<file path="src/rtl/digit_scan_pkg.sv">
`default_nettype none
// ============================================================================
// Module   : digit_scan_pkg
// Brief    : Shared states, sizes and nibble selection for the digit scanner.
// Revision : 1.0
// ============================================================================
package digit_scan_pkg;

    localparam int NDIG  = 4;
    localparam int NIB_W = 4;

    typedef enum logic [1:0] {
        S_IDLE = 2'd0,
        S_ON   = 2'd1,
        S_GAP  = 2'd2
    } state_t;

    function automatic logic [NIB_W-1:0] pick_nibble(
        input logic [NDIG*NIB_W-1:0] d,
        input logic [1:0]            i
    );
        logic [NIB_W-1:0] w_nib;
        case (i)
            2'd0:    w_nib = d[3:0];
            2'd1:    w_nib = d[7:4];
            2'd2:    w_nib = d[11:8];
            default: w_nib = d[15:12];
        endcase
        return w_nib;
    endfunction

endpackage
`default_nettype wire

</file>
<file path="src/rtl/digit_scan_timer.sv">
`default_nettype none
// ============================================================================
// Module   : scan_timer
// Brief    : Loadable down-counter shared by the ON and GAP phases; tc at zero.
// Revision : 1.0
// ============================================================================
module scan_timer
    import digit_scan_pkg::*;
#(
    parameter int WIDTH = 16
) (
    input  logic             clk,
    input  logic             rst,
    input  logic             clr,
    input  logic             load,
    input  logic [WIDTH-1:0] load_val,
    output logic             tc
);

    logic [WIDTH-1:0] r_cnt;

    always_ff @(posedge clk or posedge rst) begin
        if (rst) begin
            r_cnt <= '0;
        end else if (clr) begin
            r_cnt <= '0;
        end else if (load) begin
            r_cnt <= load_val;
        end else if (r_cnt != '0) begin
            r_cnt <= r_cnt - 1'b1;
        end
    end

    assign tc = (r_cnt == '0);

endmodule
`default_nettype wire

</file>
<file path="src/rtl/digit_scan.sv">
`default_nettype none
// ============================================================================
// Module   : digit_scan
// Brief    : Four-digit display scan controller with blanking gaps and
//            frame-synchronous data update. DIGIT_SCAN_LZB_EN adds
//            leading-zero blanking.
// Revision : 1.0
// ============================================================================
module digit_scan
    import digit_scan_pkg::*;
#(
    parameter int DIV = 50000,
    parameter int GAP = 4
) (
    input  logic                  clk,
    input  logic                  rst,
    input  logic                  run,
    input  logic                  load,
    input  logic [NDIG*NIB_W-1:0] data_in,
    input  logic [NDIG-1:0]       digit_en,
    output logic [1:0]            sel,
    output logic                  ena,
    output logic [NIB_W-1:0]      nibble,
    output logic                  frame
);

    localparam int c_cnt_max = (DIV > GAP) ? DIV : GAP;
    localparam int c_cnt_w   = (c_cnt_max > 1) ? $clog2(c_cnt_max) : 1;
    localparam logic [c_cnt_w-1:0] c_div_m1 = c_cnt_w'(DIV - 1);
    localparam logic [c_cnt_w-1:0] c_gap_m1 = c_cnt_w'(GAP - 1);

    state_t                  r_state, w_state_nx;
    logic [1:0]              r_sel, w_sel_nx;
    logic                    r_ena, w_ena_nx;
    logic [NIB_W-1:0]        r_nibble;
    logic [NDIG*NIB_W-1:0]   r_active, w_active_nx;
    logic [NDIG*NIB_W-1:0]   r_shadow, w_shadow_nx;
    logic                    r_pending, w_pending_nx;
    logic                    w_wrap;
    logic                    w_tc, w_tmr_clr, w_tmr_load;
    logic [c_cnt_w-1:0]      w_tmr_val;
    logic [NDIG-1:0]         w_blank;

    scan_timer #(
        .WIDTH (c_cnt_w)
    ) u_timer (
        .clk      (clk),
        .rst      (rst),
        .clr      (w_tmr_clr),
        .load     (w_tmr_load),
        .load_val (w_tmr_val),
        .tc       (w_tc)
    );

    always_ff @(posedge clk or posedge rst) begin
        if (rst) begin
            r_state   <= S_IDLE;
            r_sel     <= '0;
            r_ena     <= 1'b0;
            r_nibble  <= '0;
            r_active  <= '0;
            r_shadow  <= '0;
            r_pending <= 1'b0;
        end else begin
            r_state   <= w_state_nx;
            r_sel     <= w_sel_nx;
            r_ena     <= w_ena_nx;
            r_nibble  <= pick_nibble(w_active_nx, w_sel_nx);
            r_active  <= w_active_nx;
            r_shadow  <= w_shadow_nx;
            r_pending <= w_pending_nx;
        end
    end

    always_comb begin
        w_state_nx = r_state;
        w_sel_nx   = r_sel;
        w_tmr_clr  = 1'b0;
        w_tmr_load = 1'b0;
        w_tmr_val  = c_div_m1;
        w_wrap     = 1'b0;
        case (r_state)
            S_IDLE: begin
                w_state_nx = S_ON;
                w_tmr_load = 1'b1;
            end
            S_ON: begin
                if (w_tc) begin
                    w_state_nx = S_GAP;
                    w_tmr_load = 1'b1;
                    w_tmr_val  = c_gap_m1;
                end
            end
            S_GAP: begin
                if (w_tc) begin
                    w_state_nx = S_ON;
                    w_tmr_load = 1'b1;
                    w_sel_nx   = r_sel + 2'd1;
                    w_wrap     = (r_sel == 2'd3);
                end
            end
            default: w_state_nx = S_IDLE;
        endcase
        // Dropping run abandons the slot outright, whatever state we are in.
        if (!run) begin
            w_state_nx = S_IDLE;
            w_sel_nx   = '0;
            w_tmr_clr  = 1'b1;
            w_tmr_load = 1'b0;
            w_wrap     = 1'b0;
        end
    end

    // Shadow/active double buffer; a load on the wrap cycle bypasses the shadow.
    always_comb begin
        w_shadow_nx  = load ? data_in : r_shadow;
        w_pending_nx = r_pending | load;
        w_active_nx  = r_active;
        if (w_wrap) begin
            w_pending_nx = 1'b0;
            if (load) begin
                w_active_nx = data_in;
            end else if (r_pending) begin
                w_active_nx = r_shadow;
            end
        end
    end

`ifdef DIGIT_SCAN_LZB_EN
    always_comb begin
        w_blank    = '0;
        w_blank[3] = (w_active_nx[15:12] == '0);
        w_blank[2] = w_blank[3] & (w_active_nx[11:8] == '0);
        w_blank[1] = w_blank[2] & (w_active_nx[7:4] == '0);
    end
`else
    assign w_blank = '0;
`endif

    assign w_ena_nx = (w_state_nx == S_ON) & digit_en[w_sel_nx] & ~w_blank[w_sel_nx];

    assign sel    = r_sel;
    assign ena    = r_ena;
    assign nibble = r_nibble;
    assign frame  = w_wrap;

endmodule
`default_nettype wire
</file>
<file path="config.mk">
export PLATFORM = sky130hd
export DESIGN_NAME = digit_scan
export DESIGN_NICKNAME = d
export VERILOG_FILES = /design/src/rtl/digit_scan_pkg.sv /design/src/rtl/digit_scan_timer.sv /design/src/rtl/digit_scan.sv
export SDC_FILE = /design/constraint.sdc
export NUM_CORES = 1
export LEC_CHECK = 0
export ABC_CLOCK_PERIOD_IN_PS = 7000
export CAP_MARGIN = 20
export CORE_MARGIN = 2
export CORE_UTILIZATION = 60
export CTS_CLUSTER_SIZE = 12
export DETAILED_ROUTE_END_ITERATION = 8
export PLACE_DENSITY = 0.81
export SYNTH_ARGS = -nofsm -noshare
export SYNTH_HDL_FRONTEND = slang
export SYNTH_SLANG_ARGS = --single-unit
</file>
<file path="constraint.sdc">
create_clock -name clk -period 7 [get_ports clk]
set_input_delay 2.1 -clock clk [delete_from_list [all_inputs] [get_ports clk]]
set_output_delay 2.1 -clock clk [all_outputs]
set_load 0.02 [all_outputs]
</file>
# Word level (Yosys, flattened, before mapping)
# Cells that the tools add are included.
# W data, S select, Z words.
dict set report word_totals {
  regBits 58
}
dict set report op_classes {
  add_sub_neg 2
  n_lt_le_gt_ge 1
  eq_ne 7
  n_mux 27
  n_bitwise 4
  n_reduce_logical 5
}
# cell n
set op_table {}
lappend op_table {{$mux W16} 8}
lappend op_table {{$logic_not A16 Y1} 1}
lappend op_table {{$reduce_bool A16 Y1} 1}
lappend op_table {{$sub A16 B1 Y16 const B} 1}
lappend op_table {{$mux W2} 6}
lappend op_table {{$pmux W4 S3} 1}
lappend op_table {{$mux W1} 8}
lappend op_table {{$eq A2 B1 Y1 const B} 3}
lappend op_table {{$eq A2 B2 Y1 const B} 3}
lappend op_table {{$pmux W2 S3} 1}
lappend op_table {{$bmux W1 S2} 2}
lappend op_table {{$logic_not A2 Y1} 2}
lappend op_table {{$lt A2 B3 Y1 const B} 1}
lappend op_table {{$ne A3 B1 Y1 const B} 1}
lappend op_table {{$add A2 B1 Y2 const B} 1}
lappend op_table {{$and A1 B1 Y1} 2}
lappend op_table {{$pmux W1 S2} 1}
lappend op_table {{$reduce_or A2 Y1} 1}
lappend op_table {{$not A1 Y1} 1}
lappend op_table {{$or A1 B1 Y1} 1}

# Logic depth before layout (Yosys ltp)
dict set report depth {
  depth_word 8
  mapped_depth 10
  ltp_nobuf 8
}

# Modules after synthesis
# Synthesis repeated with hierarchy kept, for this count alone.
dict set report hier_totals {
  cells_unflattened 268
  area_unflattened_um2 3044.2
}
# module instances cells_each area_each_um2 seq_area_each_um2
set by_module_without_submodules {}
lappend by_module_without_submodules {digit_scan 1 148 1889.3 1051.0}
lappend by_module_without_submodules {scan_timer 1 120 1154.9 400.4}

# Worst setup path before layout
# Ideal clock, no wire load.
dict set report synth_timing {
  path_type {input to output}
  start {input port run}
  end {output port frame}
  arrival_ps 2590
  required_ps 4900
  setup_slack_ps 2310
  stages 2
  cell_sequence {nand3_1 -> nor2_2}
}
dict set report synth_between {
  elab_chain_len 1
}
# item line
set synth_lines {}
lappend synth_lines {{from (decl)} digit_scan.sv:17} ;# input logic run,
lappend synth_lines {{$mux W1} digit_scan.sv:105} ;# if (!run) begin
lappend synth_lines {{to (decl)} digit_scan.sv:24} ;# output logic frame
# No other way between the ends.

# Worst setup path in the final report
# Same ends and word-level chain as after synthesis.

==> run summary <==
Worst setup path start -> run
FMAX -> 169 MHz
DRT Wirelength -> 5720 um
Clock tree buffer depth -> 2
Wire length per cell -> 15.6 um
Most common flop cell mapped by yosys -> sky130_fd_sc_hd__dfrtp_1
Global-route congestion overflow total -> 0
Count of mapped cells out of synthesis -> 273
HPWL Detailed -> 3740 um
Flop and latch count out of synthesis -> 58
Worst-margin pin slew -> 0.713 ns
Slew margin rel. -> 52.5%
Clock sink count -> 58
Critical path class -> input pin to primary output
Die width -> 73.1 um
Starting Density -> 61.4%
Leakage power -> 0.00151 uW
Largest net degree at the start of global routing -> 59
Fin. max-slew vios -> 0
Cells on worst reg2reg path -> 8
Placeable core area -> 4660 um^2
Most used cells in the layout excluding fill and tap cells -> sky130_fd_sc_hd__dfrtp_1, sky130_fd_sc_hd__clkdlybuf4s50_1, sky130_fd_sc_hd__nand2_1, sky130_fd_sc_hd__nor2_1, sky130_fd_sc_hd__mux2_2
Final setup vio count -> 0
Status -> completed
Vias -> 2126
Hold Violations, Final -> 0
Number of synthesized flops with an enable pin -> 0
Final routed DRC violation total -> 0
Top Ports -> 32
Clock transition at the register clock pins on the worst setup and hold paths after CTS -> 0.06 ns
Cell variety after synth -> 49
Sum of negative setup slack -> 0 ns
Number of iterations in the first detailed-routing pass -> 4
Placer congestion estimate -> 0.808
Share of final-layout standard cells stronger than drive strength 1 -> 17.3%
Maxcap violations -> 0
Quantity of I/O buffers inserted on ports -> 31
Synth async-reset ratio -> 100%
Clk_lat worst skew -> 0.34 ns
Average size of a mapped cell -> 10.5 um^2
Wire length of the first global-routing pass -> 9490 um
Root Driver -> sky130_fd_sc_hd__clkbuf_8
Beginning of the worst register-to-register path -> u_timer.r_cnt[0]
Overall die height -> 73.1 um
Vias per inst -> 5.81
Initial detailed-routing violation count -> 210
FF-to-FF End -> nibble[1]
Sequential area share after synthesis -> 50.7%
Synth Warn # -> 0
Post-route minimum period -> 5.92 ns
End point of the critical path -> frame
Portion of the clock cycle consumed by the worst path in the final layout -> 84.5%
Number of buffers created by CTS -> 9
Maximum fanout along the worst path -> 20
# nets final -> 337
Worst EP required -> 4.90 ns
RSZ-0062 raised after global routing -> no
Summed instance area of the synthesized netlist -> 2860 um^2
Number of nets with antenna violations after detailed routing -> 0
Register-to-Register Setup Slack -> 3.83 ns
Site Rows -> 25
Net count after synthesis -> 303
Post-CTS resize count -> 0
Kind of start point of the critical path -> input pin
Die footprint -> 5340 um^2
CTS tree -> built
Initial antenna violation count -> 0
Non-filler instance count after layout -> 366
Startpoint of the lowest-slack hold path -> r_active[7]
Number of setup buffers added after CTS -> 0
Deepest level of the CTS H-tree -> 3
Number of hold buffers added after cts -> 0
Global Route Usage Sum -> 23.7%
Worst min path class -> register to register
Crit path arrival time -> 3.82 ns
Number of global-route vias before repair -> 2094
Antenna diodes -> 0
PD cells -> 283 nW/um^2
Placed Instances -> 350
Relative area change from synthesis to final layout -> 20.1%
Max rail drop VDD -> 0.250 mV
Maximum clock skew at final layout -> 0.00911 ns
Critical Path End Type -> primary output
Commonest non-fill, non-tap cell in the layout -> sky130_fd_sc_hd__dfrtp_1
==> state kept, by name, indices dropped and copies added, names as in the netlist <==
signal	cells
ena	1
nibble	4
r_active	16
r_pending	1
r_shadow	16
r_state	2
sel	2
u_timer.r_cnt	16
==> cell usage after synthesis (3+ instances only) <==
cell type	instances	area, um^2
sky130_fd_sc_hd__ha_1	6	75.1
sky130_fd_sc_hd__and3_1	3	18.8
sky130_fd_sc_hd__a31oi_1	4	25.0
sky130_fd_sc_hd__nand2_1	25	93.8
sky130_fd_sc_hd__dfrtp_1	58	1450
sky130_fd_sc_hd__a41oi_1	5	43.8
sky130_fd_sc_hd__clkbuf_1	9	33.8
sky130_fd_sc_hd__nand3_1	6	30.0
sky130_fd_sc_hd__o221a_2	5	56.3
sky130_fd_sc_hd__xnor2_1	8	70.1
sky130_fd_sc_hd__a22oi_1	3	22.5
sky130_fd_sc_hd__or3_1	5	31.3
sky130_fd_sc_hd__nor3_1	6	30.0
sky130_fd_sc_hd__inv_1	14	52.6
sky130_fd_sc_hd__mux2i_1	4	40.0
sky130_fd_sc_hd__o21ai_0	10	50.1
sky130_fd_sc_hd__nor3b_1	5	37.5
sky130_fd_sc_hd__a21oi_1	10	50.1
sky130_fd_sc_hd__and2_1	3	18.8
sky130_fd_sc_hd__xor2_1	5	43.8
sky130_fd_sc_hd__mux2_2	21	236
sky130_fd_sc_hd__nor2_1	25	93.8
==> cell families (layout without fill, tap and decap cells) <==
| group | after synthesis | count (layout) | share of synthesized area [%] |
|---|---|---|---|
| AND/OR/NAND/NOR | 96 | 96 | 17.8 |
| adder cells (fa/ha/maj) | 6 | 6 | 2.62 |
| buffers and inverters | 26 | 65 | 3.49 |
| flip-flops | 58 | 58 | 50.7 |
| AO/OA/AOI/OAI | 49 | 49 | 11.8 |
| XOR/XNOR | 13 | 13 | 3.98 |
| multiplexers | 25 | 25 | 9.66 |
==> per-stage QoR <==
stage          hold slack [ns]  setup slack [ns]  util [%]  cell area, um^2  power (uW)
3_3_place_gp             0.462              1.10      69.2             3220         643
5_1_grt                  0.510             0.953      73.8             3440        1030
6_report                 0.496              1.08      73.8             3440         972
3_5_place_dp             0.478              1.09      69.2             3220         650
4_1_cts                  0.494              1.09      73.8             3440         976
2_1_floorplan            0.446              2.31         -             2860         598
==> critical path: stages <==
cell and delay (ns):
sky130_fd_sc_hd__clkdlybuf4s50_1 0.45, sky130_fd_sc_hd__buf_4 0.20, sky130_fd_sc_hd__nand3_1 0.18, sky130_fd_sc_hd__nor2_2 0.11
sky130_fd_sc_hd__buf_4 0.17, sky130_fd_sc_hd__clkdlybuf4s50_1 0.61
==> layer usage <==
layer	routed length [um]	track usage (%)
met4	82	12.1
met1	2580	30.1
met3	254	6.49
met5	0	0
met2	2800	37.1
==> power breakdown <==
| part | internal, uW | total, uW | switching, uW | leakage [uW] |
|---|---|---|---|---|
| clock network | 193 | 322 | 129 | 0.000112 |
| logic | 106 | 238 | 131 | 0.000643 |
| registers | 376 | 412 | 36.9 | 0.000756 |
==> layout make-up <==
class	count	area, um^2
multi-input cells	189	1310
clock inverters	4	48.8
flip-flops and latches	58	1450
well taps	54	67.6
fillers	317	1220
clock buffers	12	165
inverters	14	52.6
repair buffers	35	340
==> how the worst min path moves through the flow <==
stage	endpoint	slack (ns)	cells after the start
4_1_cts	r_active[7]	0.49	2
6_report	r_active[7]	0.50	2
5_1_grt	r_shadow[8]	0.51	1
3_3_place_gp	r_active[7]	0.46	2
3_5_place_dp	r_active[7]	0.48	2
2_1_floorplan	r_active[7]	0.45	2
Note: power is estimated with default switching activity, not from simulation.
